## config.mk

```make
export PLATFORM = sky130hd
export DESIGN_NAME = ide_bus_target
export DESIGN_NICKNAME = d
export VERILOG_FILES = /design/src/rtl/ide_bus_target.sv
export SDC_FILE = /design/constraint.sdc
export NUM_CORES = 1
export LEC_CHECK = 0
export CORE_ASPECT_RATIO = 1.1
export CORE_UTILIZATION = 28
export CTS_BUF_LIST = sky130_fd_sc_hd__clkbuf_16
export DETAILED_ROUTE_END_ITERATION = 16
export GPL_ROUTABILITY_DRIVEN = 0
export HOLD_SLACK_MARGIN = 0.15
export PLACE_DENSITY = 0.49
export SYNTH_ARGS = -nofsm -noshare
export SYNTH_HDL_FRONTEND = slang
export SYNTH_SLANG_ARGS = --single-unit
```

## constraint.sdc

```tcl
create_clock -name CLKCPU -period 3 [get_ports CLKCPU]
set_input_delay 0.9 -clock CLKCPU [delete_from_list [all_inputs] [get_ports CLKCPU]]
set_output_delay 0.9 -clock CLKCPU [all_outputs]
set_load 0.01 [all_outputs]
```

## src/rtl/ide_bus_target.sv

```systemverilog
// 68000-side IDE responder: decodes the IDE window and sequences the ATA PIO CS/IOR/IOW strobes.
// Define IDE_TIMEOUT_EN to bound the IORDY wait and pulse TIMEOUT when the bound expires.
module ide_bus_target #(
  parameter logic [7:0] BASE_HI     = 8'hDA,
  parameter int         SETUP_CYC   = 2,
  parameter int         STROBE_CYC  = 6,
  parameter int         HOLD_CYC    = 2,
  parameter int         TIMEOUT_CYC = 255
) (
  input  logic        CLKCPU,
  input  logic        RESET,
  input  logic        AS,
  input  logic        UDS,
  input  logic        LDS,
  input  logic        RW,
  input  logic [23:0] A,
  input  logic        WAIT,
  output logic [1:0]  IDECS,
  output logic        IOR,
  output logic        IOW,
  output logic        DTACK,
  output logic        ACCESS,
  output logic        TIMEOUT
);

  typedef enum logic [2:0] {IDLE, SETUP, STROBE, WAITRDY, HOLD, ACK} state_t;

  // A phase length of 0 behaves as 1.
  localparam logic [7:0] SETUP_LD  = (SETUP_CYC  < 1) ? 8'd1 : 8'(SETUP_CYC);
  localparam logic [7:0] STROBE_LD = (STROBE_CYC < 1) ? 8'd1 : 8'(STROBE_CYC);
  localparam logic [7:0] HOLD_LD   = (HOLD_CYC   < 1) ? 8'd1 : 8'(HOLD_CYC);

  logic       as_q, uds_q, lds_q, rw_in_q, wait_q;
  logic [7:0] a_hi_q;
  logic [3:0] a_sel_q;

  always_ff @(posedge CLKCPU) begin
    as_q    <= AS;
    uds_q   <= UDS;
    lds_q   <= LDS;
    rw_in_q <= RW;
    wait_q  <= WAIT;
    a_hi_q  <= A[23:16];
    a_sel_q <= A[15:12];
  end

  logic hit;
  assign hit = !as_q && (!uds_q || !lds_q) && (a_hi_q == BASE_HI) &&
               ((a_sel_q == 4'h2) || (a_sel_q == 4'h3));

  state_t     state_q, state_d;
  logic [7:0] cnt_q, cnt_d;
  logic [1:0] idecs_q, idecs_d;
  logic       ior_q, ior_d, iow_q, iow_d, dtack_q, dtack_d, access_q, access_d;
  logic       rw_q, rw_d, abort_q, abort_d, armed_q, armed_d;
  logic       enter_hold;

`ifdef IDE_TIMEOUT_EN
  localparam logic [7:0] TIMEOUT_LD = (TIMEOUT_CYC < 1) ? 8'd1 : 8'(TIMEOUT_CYC);
  logic [7:0] tcnt_q, tcnt_d;
  logic       timeout_q, timeout_d;
  logic       unused_addr;
  assign unused_addr = ^A[11:0];
  assign TIMEOUT = timeout_q;
`else
  logic unused_cfg;
  assign unused_cfg = ^{A[11:0], 8'(TIMEOUT_CYC)};
  assign TIMEOUT = 1'b0;
`endif

  always_comb begin
    state_d    = state_q;
    cnt_d      = cnt_q;
    idecs_d    = idecs_q;
    ior_d      = ior_q;
    iow_d      = iow_q;
    dtack_d    = dtack_q;
    rw_d       = rw_q;
    abort_d    = abort_q;
    armed_d    = armed_q | as_q;  // a new transfer needs AS seen high first
    access_d   = !hit;
    enter_hold = 1'b0;
`ifdef IDE_TIMEOUT_EN
    tcnt_d     = tcnt_q;
    timeout_d  = 1'b0;
`endif
    case (state_q)
      IDLE: begin
        idecs_d = 2'b11;
        ior_d   = 1'b1;
        iow_d   = 1'b1;
        dtack_d = 1'b1;
        if (hit && armed_q) begin
          idecs_d = a_sel_q[0] ? 2'b01 : 2'b10;
          rw_d    = rw_in_q;
          cnt_d   = SETUP_LD;
          armed_d = 1'b0;
          abort_d = 1'b0;
          state_d = SETUP;
        end
      end
      SETUP: begin
        if (as_q) begin
          idecs_d = 2'b11;
          state_d = IDLE;
        end else if (cnt_q <= 8'd1) begin
          ior_d   = !rw_q;
          iow_d   = rw_q;
          cnt_d   = STROBE_LD;
          state_d = STROBE;
        end else begin
          cnt_d = cnt_q - 8'd1;
        end
      end
      STROBE: begin
        if (as_q || (cnt_q <= 8'd1 && wait_q)) begin
          enter_hold = 1'b1;
        end else if (cnt_q <= 8'd1) begin
          state_d = WAITRDY;
`ifdef IDE_TIMEOUT_EN
          tcnt_d  = TIMEOUT_LD;
`endif
        end else begin
          cnt_d = cnt_q - 8'd1;
        end
      end
      WAITRDY: begin
        if (as_q || wait_q) begin
          enter_hold = 1'b1;
        end else begin
`ifdef IDE_TIMEOUT_EN
          if (tcnt_q <= 8'd1) begin
            enter_hold = 1'b1;
            timeout_d  = 1'b1;
          end else begin
            tcnt_d = tcnt_q - 8'd1;
          end
`endif
        end
      end
      HOLD: begin
        if (cnt_q <= 8'd1) begin
          idecs_d = 2'b11;
          state_d = abort_q ? IDLE : ACK;
        end else begin
          cnt_d = cnt_q - 8'd1;
        end
      end
      ACK: begin
        if (as_q) begin
          dtack_d = 1'b1;
          state_d = IDLE;
        end
      end
      default: state_d = IDLE;
    endcase
    // AS already released here means an abort: DTACK stays high, HOLD exits to IDLE.
    if (enter_hold) begin
      ior_d   = 1'b1;
      iow_d   = 1'b1;
      cnt_d   = HOLD_LD;
      abort_d = as_q;
      dtack_d = as_q;
      state_d = HOLD;
    end
  end

  always_ff @(posedge CLKCPU) begin
    if (RESET) begin
      state_q   <= IDLE;
      cnt_q     <= 8'd0;
      idecs_q   <= 2'b11;
      ior_q     <= 1'b1;
      iow_q     <= 1'b1;
      dtack_q   <= 1'b1;
      access_q  <= 1'b1;
      rw_q      <= 1'b1;
      abort_q   <= 1'b0;
      armed_q   <= 1'b0;
`ifdef IDE_TIMEOUT_EN
      tcnt_q    <= 8'd0;
      timeout_q <= 1'b0;
`endif
    end else begin
      state_q   <= state_d;
      cnt_q     <= cnt_d;
      idecs_q   <= idecs_d;
      ior_q     <= ior_d;
      iow_q     <= iow_d;
      dtack_q   <= dtack_d;
      access_q  <= access_d;
      rw_q      <= rw_d;
      abort_q   <= abort_d;
      armed_q   <= armed_d;
`ifdef IDE_TIMEOUT_EN
      tcnt_q    <= tcnt_d;
      timeout_q <= timeout_d;
`endif
    end
  end

  assign IDECS  = idecs_q;
  assign IOR    = ior_q;
  assign IOW    = iow_q;
  assign DTACK  = dtack_q;
  assign ACCESS = access_q;

endmodule
```

==> results_dict.tcl, run 1 <==
set metrics [dict create \
    arrival_ns 2.61 \
    r2r_slack_ns 0.58 \
    viasPerCell 5.04 \
    final_cell_mix "dfxtp_1 (37), clkdlybuf4s50_1 (24), nor3_1 (14)" \
    criticalPathCategory "register to register" \
    final_common_cell "dfxtp_1" \
    cts_buffer_depth 2 \
    core_area_um2 5880 \
    firstDrtPassIters 4 \
    cp.required_ns 3.19 \
    fin_tns_setup_ns 0 \
    dpl.hpwl_um 2980 \
    cts-root-buf "clkbuf_16" \
    status "complete, no violations" \
    synth_area_per_cell_um2 9.08 \
    clk_pin_slew_ns 0.05 \
    fin_ws_ns 0.581 \
    num_antenna_cells 0 \
    placed_area_um2 2070 \
    cts_buffers 5 \
    crit_path_end_kind "register" \
    drt-wirelength-per-cell_um 13.6 \
    syn2layout_area_growth_pct 28.8 \
    postCtsSetupBuffers 0 \
    power_frac_seq_pct 29.1 \
    synth_ff_type "dfxtp_1" \
    worst_pin_slew_ns 0.683 \
    seq_area_frac_synth_pct 42.7 \
    combPwrFrac_pct 43.7 \
    internal_power_w 0.00132 \
    synth_warnings 0 \
    finalHoldViolations 0 \
    vias 1488 \
    initial_core_util_pct 29.5 \
    grt_pass1_vias 1406 \
    power_density_nw_per_um2 951 \
    switching_power_w 0.000803 \
    antenna_found_initial 0 \
    holdBufCountCts 0 \
    drt-total-wl_um 4000 \
    syn_area_um2 1730 \
    clkPwrFrac_pct 27.2 \
    dieArea_um2 6510 \
    nets 251 \
    timing.final.crit_share_pct 80.6 \
    yosys_register_bits 37 \
    critPathSlowestCell "or4_1" \
    grt-ovfl-total 0 \
    io_buffers 24 \
    grt_usage_pct 13.3 \
    fin_total_pwr_w 0.00212 \
    relSlewSlack_pct 54.4 \
    critPathMaxFanout 7 \
    maxClockFrequency_mhz 413 \
    slowest_delay_ns 0.70 \
    critPathBufInv 1 \
    cts_tree "done" \
    synth_cell_types 54 \
    top_layer "met4" \
    maxCapViolations 0 \
    dp_slack_ns 0.574 \
    hp-class "register to register" \
    period_minus_slack_ns 2.42 \
    crit_top_cell "nor3b_1" \
    ir_drop_mv 0.383 \
    crit_family "simple AND/OR/NAND/NOR gates" \
    synth_edf_count 0 \
    power.leakage_nw 0.792 \
    skew_ns 0.00312 \
    wl_met2_um 1900 \
    clock_latency_ns 0.28 \
    cts_max_level 2 \
    sw_frac_of_total_pct 37.8 \
    synthArstFlopShare_pct 0 \
    wl_met1_um 1930 \
    clock_sinks 37 \
    met3_length_um 126 \
    drc 0 \
    fp.dieW_um 77.0 \
    start_kind "register" \
    drive_gt1_share_pct 11.0 \
    grt_pass1_wl_um 6820 \
    die_h_um 84.5 \
    syn_inst 191 \
    final_area_um2 2230 \
    setup_viol 0 \
    rsz0062_at_grt "false" \
    nFillCells 622 \
    crit_chain "or4_1, nor3_4, inv_2, ha_1, nor3b_1, a31oi_1, o32ai_1, nor3_1, nor3b_1" \
    ant_nets 0 \
    grt_max_degree 21 \
    slew_violations 0 \
    num_rows 29 \
    cts_resized 0 \
    drt_iter0_drc 96 \
    synth_nets 225 \
    io_pins 38 \
]
metrics by stage:
step / util [%] / hold slack [ns] / cells
after floorplan: - / 0.421 / 191
after global placement: 35.2 / 0.434 / 287
after detailed placement: 35.2 / 0.436 / 287
after CTS: 38.0 / 0.450 / 295
after global routing: 38.0 / 0.485 / 295
final: 38.0 / 0.444 / 295
synthesized netlist by cell type, types with 2 or more instances:
| cell | number | share of area [%] |
|---|---|---|
| nand3_1 | 2 | 0.58 |
| a211o_1 | 2 | 1.0 |
| o21ai_0 | 12 | 3.5 |
| or2_2 | 2 | 0.72 |
| nand2b_1 | 3 | 1.1 |
| nand2_1 | 8 | 1.7 |
| inv_1 | 9 | 1.9 |
| a22oi_1 | 2 | 0.87 |
| nor3_1 | 14 | 4.0 |
| mux2i_1 | 5 | 2.9 |
| nor2b_1 | 3 | 1.1 |
| ha_1 | 3 | 2.2 |
| nand4bb_1 | 3 | 1.9 |
| or4_1 | 2 | 0.87 |
| a21oi_1 | 10 | 2.9 |
| a311oi_1 | 4 | 2.0 |
| and2_1 | 2 | 0.72 |
| nor4_1 | 5 | 1.8 |
| clkbuf_1 | 8 | 1.7 |
| xnor2_1 | 2 | 1.0 |
| a32o_1 | 3 | 1.7 |
| buf_1 | 2 | 0.43 |
| nor3b_1 | 4 | 1.7 |
| dfxtp_1 | 37 | 43 |
| nand4_1 | 2 | 0.72 |
| o31ai_1 | 3 | 1.3 |
| o311ai_0 | 2 | 1.0 |
| a211oi_1 | 2 | 0.87 |
| nor2_1 | 8 | 1.7 |
| a31oi_1 | 3 | 1.1 |
path summary, 6_finish.rpt:
check | start | end | cells past startpoint
max | cnt_q[3] | cnt_q[0] | 9
min | rw_in_q | rw_q | 2
max reg2reg | cnt_q[3] | cnt_q[0] | 9
min reg2reg | rw_in_q | rw_q | 2
sequential cells by signal, indices dropped and copies added, names as in the netlist:
register and cells:
uds_q 1, ACCESS 1, DTACK 1, IOW 1, cnt_q 8, rw_in_q 1, IDECS 2, armed_q 1
wait_q 1, rw_q 1, lds_q 1, a_sel_q 4, abort_q 1, a_hi_q 8, state_q 3, as_q 1
IOR 1
logic make-up (layout without fill, tap and decap cells):
| group | count (synthesis) | count (layout) | synth area share, % |
|---|---|---|---|
| adder cells (fa/ha/maj) | 3 | 3 | 2.16 |
| AND/OR/NAND/NOR | 65 | 65 | 22.6 |
| flip-flops | 37 | 37 | 42.7 |
| buffers and inverters | 22 | 49 | 5.41 |
| other | 1 | 1 | 0.216 |
| XOR/XNOR | 3 | 3 | 1.52 |
| AO/OA/AOI/OAI | 55 | 55 | 22.5 |
| multiplexers | 5 | 5 | 2.89 |
worst reg2reg max path: cells and delay by family, from the launching register on:
family	cells	cell delay, ns
AOI/OAI and AO/OA	2	0.20
adders and majority gates	1	0.30
buffers and inverters	1	0.09
DFF	1	0.36
and+or+nand+nor	5	1.40
routing by layer:
layer	track usage (%)	up-vias
li1	-	766
met1	17.5	686
met2	20.9	32
met3	2.83	4
met4	6.17	0
met5	0	-
cell type report:
cell class	count	area [um^2]	area share (%)
Inverter	10	37.5	1.68
Timing Repair Buffer	31	293	13.1
Clock inverter	3	41.3	1.85
Clock buffer	5	125	5.60
Sequential cell	37	741	33.2
Tap cell	77	96.3	4.31
Multi-Input combinational cell	132	900	40.3
power by group through the flow:
stage / sequential, W / combinational [W] / clock [W]
CTS: 0.000618 / 0.000928 / 0.000600
global route: 0.000630 / 0.00103 / 0.000633
floorplan: 0.000572 / 0.000709 / 0
finish: 0.000617 / 0.000928 / 0.000578
global placement: 0.000629 / 0.000926 / 0
detailed placement: 0.000630 / 0.000919 / 0
No activity file was read; power rests on OpenSTA's default activity.
==> run 2, diff against run 1 <==
- clock period: 3 -> 2.5 ns (I/O delays scaled with it)
==> run 2 against run 1 <==
- critical path depth unchanged
- global-route usage increased by 0.69 points
- final area increased by 2.7%
- combinational power increased by 31%
- wire length increased by 5.3%
- worst hold slack improved by 0.0099 ns
- register-to-register slack got worse by 0.37 ns
- cell count increased by 2.7%
- largest cell class unchanged
==> results_dict.tcl, run 2 (synthesis gave the netlist of run 1 again) <==
set metrics [dict create \
    stdcell_count 303 \
    dp.cells 295 \
    num_antenna_cells 0 \
    worstHoldStart "rw_in_q" \
    io_buffers 24 \
    cp.required_ns 2.70 \
    power_frac_seq_pct 26.8 \
    r2r_slack_ns 0.21 \
    syn2layout_area_growth_pct 32.3 \
    num_rows 29 \
    clock_latency_ns 0.28 \
    grt-ovfl-total 0 \
    firstDrtPassIters 4 \
    power_density_nw_per_um2 1150 \
    drive_gt1_share_pct 14.2 \
    postCtsSetupBuffers 0 \
    fin_tns_setup_ns 0 \
    criticalPathCategory "register to register" \
    drt_iter0_drc 70 \
    rsz0062_at_grt "false" \
    hp-class "register to register" \
    critPathMaxFanout 6 \
    core_area_um2 5880 \
    period_minus_slack_ns 2.29 \
    hold_depth 2 \
    holdBufCountCts 0 \
    antenna_found_initial 0 \
    sw_frac_of_total_pct 38.0 \
    setup_viol 0 \
    internal_power_w 0.00163 \
    switching_power_w 0.00100 \
    ff2ff_path_depth 9 \
    cts_buffers 5 \
    combPwrFrac_pct 46.2 \
    clkPwrFrac_pct 27.0 \
    wl_met2_um 1990 \
    fin_total_pwr_w 0.00263 \
    cts_buffer_depth 2 \
    power.leakage_nw 0.841 \
    maxCapViolations 0 \
    cts_max_level 2 \
    top_layer "met4" \
    hold_end "rw_q" \
    drt-wirelength-per-cell_um 13.9 \
    cts_tree "done" \
    dpl.hpwl_um 3130 \
    final_common_cell "dfxtp_1" \
    start_kind "register" \
    finalHoldViolations 0 \
    fp.dieW_um 77.0 \
    cts_resized 0 \
    clock_sinks 37 \
    maxClockFrequency_mhz 438 \
    viasPerCell 5.11 \
    vias 1549 \
    grt_pass1_vias 1492 \
    reg2reg_from "cnt_q[4]" \
    dp_slack_ns 0.209 \
    ir_drop_mv 0.540 \
    drt-total-wl_um 4210 \
    arrival_ns 2.48 \
    fin_ws_ns 0.215 \
    io_pins 38 \
    status "complete, no violations" \
    crit_path_end_kind "register" \
    slew_violations 0 \
    grt_pass1_wl_um 7120 \
    cts-root-buf "clkbuf_16" \
    die_h_um 84.5 \
    skew_ns 0.00415 \
    worst_pin_slew_ns 0.502 \
    met3_length_um 182 \
    dieArea_um2 6510 \
    top_regs "a_hi_q: 8 flops, cnt_q: 8 flops, a_sel_q: 4 flops" \
    nets 259 \
    clk_pin_slew_ns 0.06 \
    drc 0 \
    timing.final.crit_share_pct 91.4 \
    grt_max_degree 26 \
    grt_usage_pct 14.0 \
    final_cell_mix "dfxtp_1 (37), clkdlybuf4s50_1 (24), buf_4 (15)" \
    wl_met1_um 1970 \
    initial_core_util_pct 29.5 \
    relSlewSlack_pct 66.3 \
    ant_nets 0 \
    timing.rr.end "cnt_q[0]" \
]
==> run 2: how the worst max path moves through the flow <==
stage	from	endpoint	slack, ns	cells after the start
2_1_floorplan	cnt_q[3]	cnt_q[0]	0.17	10
3_3_place_gp	RESET	cnt_q[5]	0.28	5
3_5_place_dp	cnt_q[4]	cnt_q[0]	0.21	9
4_1_cts	cnt_q[4]	cnt_q[0]	0.20	9
5_1_grt	cnt_q[4]	cnt_q[0]	0.003	9
6_report	cnt_q[4]	cnt_q[0]	0.21	9
==> run 2: metrics by stage <==
| step | hold slack [ns] | area (um^2) | util (%) |
|---|---|---|---|
| global route | 0.487 | 2290 | 39.0 |
| detailed placement | 0.434 | 2130 | 36.2 |
| floorplan | 0.421 | 1730 | - |
| global placement | 0.440 | 2130 | 36.2 |
| CTS | 0.464 | 2290 | 39.0 |
| finish | 0.454 | 2290 | 39.0 |
==> run 2: area by class of cell <==
type	count	area [um^2]
timing repair buffer	39	353
clock inverter	3	42.5
inverter	10	37.5
fill	637	3580
multi-input combinational	132	900
clock buffer	5	125
sequential	37	741
tap	77	96.3
==> run 2: power by group through the flow <==
stage / combinational [W] / sequential, W / clock (W)
global placement: 0.00122 / 0.000717 / 0
detailed placement: 0.00121 / 0.000718 / 0
floorplan: 0.000851 / 0.000686 / 0
global route: 0.00134 / 0.000716 / 0.000760
finish: 0.00122 / 0.000705 / 0.000711
CTS: 0.00122 / 0.000706 / 0.000731
==> run 2: routing by layer <==
metal	track usage, %	vias to the layer above
met3	2.50	5
met1	18.3	729
met4	5.66	0
li1	-	781
met2	22.8	34
met5	0	-
==> run 2: critical path: stages, from the launching register on <==
cell     delay (ns)
dfxtp_1        0.35
or4_1          0.60
nor3_4         0.21
inv_2          0.09
ha_1           0.29
nor3b_1        0.18
a31oi_1        0.06
o32ai_1        0.14
nor3_1         0.07
nor3b_1        0.20
==> run 3, diff against run 2 <==
- MAX_ROUTING_LAYER: default -> met4
- REMOVE_ABC_BUFFERS: default -> 1
==> run 3 against run 2 <==
- core utilization is 0.72 points lower
- non-clock buffer count is 1 lower
- cell count is 0.66% lower
- clock-buffer cell count stayed put
- maximum frequency is 0.96% lower
- largest cell class unchanged
==> results_dict.tcl, run 3 (synthesis gave the netlist of run 1 again) <==
set metrics [dict create \
    final_cell_mix "dfxtp_1 (37), clkdlybuf4s50_1 (24), nor3_1 (14), buf_4 (14), o21ai_0 (12)" \
    cts_buffers 5 \
    setup_viol 0 \
    criticalPathCategory "register to register" \
    status "complete, no violations" \
    clk_pin_slew_ns 0.06 \
    ant_nets 0 \
    power.leakage_nw 0.818 \
    cp.required_ns 2.70 \
    maxCapViolations 0 \
    drt-total-wl_um 4190 \
    start_kind "register" \
    vias 1569 \
    core_area_um2 5880 \
    grt-ovfl-total 0 \
    critPathMaxFanout 7 \
    timing.final.crit_share_pct 92.3 \
    grt_use_met1_pct 17.7 \
    grt_max_degree 17 \
    cts_buffer_depth 2 \
    r2r_slack_ns 0.19 \
    io_pins 38 \
    die_h_um 84.5 \
    grt_pass1_vias 1423 \
    stdcell_count 301 \
    drc 0 \
    skew_ns 0.00654 \
    crit_path_end_kind "register" \
    cts_max_level 2 \
    slowest_delay_ns 0.62 \
    hp-class "register to register" \
    final_common_cell "dfxtp_1" \
    crit_chain "or4_1, nor3_4, inv_2, ha_1, nor3b_1, a31oi_1, o32ai_1, nor3_1, nor3b_1" \
    cts_resized 0 \
    initial_core_util_pct 29.5 \
    crit_top_cell "nor3b_1" \
    firstDrtPassIters 4 \
    clock_latency_ns 0.28 \
    period_minus_slack_ns 2.31 \
    num_antenna_cells 0 \
    holdBufCountCts 0 \
    drive_gt1_share_pct 12.9 \
    antenna_found_initial 0 \
    fin_tns_setup_ns 0 \
    clock_sinks 37 \
    nets 258 \
    io_buffers 24 \
    num_rows 29 \
    finalHoldViolations 0 \
    power_density_nw_per_um2 1110 \
    dieArea_um2 6510 \
    ff2ff_path_depth 9 \
    worst_pin_slew_ns 0.563 \
    dpl.hpwl_um 3100 \
    critPathSlowestCell "or4_1" \
    hold_depth 2 \
    timing.rr.end "cnt_q[0]" \
    use_met3_pct 2.61 \
    reg2reg_from "cnt_q[3]" \
    ir_drop_mv 0.444 \
    top_regs "a_hi_q: 8 flops, cnt_q: 8 flops, a_sel_q: 4 flops" \
    maxClockFrequency_mhz 433 \
    fp.dieW_um 77.0 \
    fin_ws_ns 0.193 \
    cts-root-buf "clkbuf_16" \
    dp_slack_ns 0.225 \
    postCtsSetupBuffers 0 \
    rsz0062_at_grt "false" \
    final_area_um2 2250 \
    placed_area_um2 2120 \
    viasPerCell 5.21 \
    relSlewSlack_pct 62.4 \
    grt_use_met2_pct 21.5 \
    drt_iter0_drc 85 \
    slew_violations 0 \
    worstHoldStart "rw_in_q" \
    syn2layout_area_growth_pct 29.9 \
    grt_pass1_wl_um 6810 \
    dp.cells 294 \
    arrival_ns 2.50 \
    cts_tree "done" \
    grt_usage_pct 13.9 \
    grt.busiest_layer "met2" \
    hold_end "rw_q" \
    drt-wirelength-per-cell_um 13.9 \
]
run 3: changes by cell type in the layout (fill, tap and decap cells not counted):
cell / change
buf_4: -1
bufinv_16: -1
clkinv_1: +1
clkinv_4: -1
run 3: through the flow:
stage / power (W) / utilization [%] / hold slack (ns)
3_3_place_gp: 0.00192 / 36.1 / 0.433
4_1_cts: 0.00251 / 38.3 / 0.451
3_5_place_dp: 0.00192 / 36.1 / 0.438
2_1_floorplan: 0.00150 / - / 0.421
6_report: 0.00251 / 38.3 / 0.447
5_1_grt: 0.00269 / 38.3 / 0.479
run 3: how the worst max path moves through the flow:
stage	startpoint	end	slack, ns	cells after the start
floorplan	cnt_q[3]	cnt_q[0]	0.13	9
global placement	cnt_q[3]	cnt_q[0]	0.24	9
detailed placement	cnt_q[3]	cnt_q[0]	0.22	9
CTS	cnt_q[3]	cnt_q[0]	0.18	9
global route	cnt_q[3]	cnt_q[0]	0.03	9
finish	cnt_q[3]	cnt_q[0]	0.19	9
run 3: where the power goes:
group          internal [W]  switching (W)  leakage, nW
clock              0.000356       0.000225       0.0685
sequential         0.000650      0.0000769        0.306
combinational      0.000514       0.000687        0.443
total               0.00152       0.000989        0.818
run 3: metal layers:
metal / share of wire [%] / vias up
met2: 46 / 49
met4: 2.7 / 0
li1: - / 781
met3: 4.6 / 9
met1: 47 / 730
met5: 0 / -
run 3: cell type report:
type / instances / area (um^2)
clock buffer: 5 / 125
timing repair buffer: 38 / 345
clock inverter: 2 / 7.51
fill: 620 / 3630
sequential: 37 / 741
inverter: 10 / 37.5
multi-input combinational: 132 / 900
tap: 77 / 96.3
run 3: worst max-delay path, delay by kind of cell, from the launching register on:
kind / cells / cell delay (ns)
compound gates: 2 / 0.19
fa+ha+maj: 1 / 0.29
buf+inv: 1 / 0.09
flops: 1 / 0.35
simple gates: 5 / 1.30
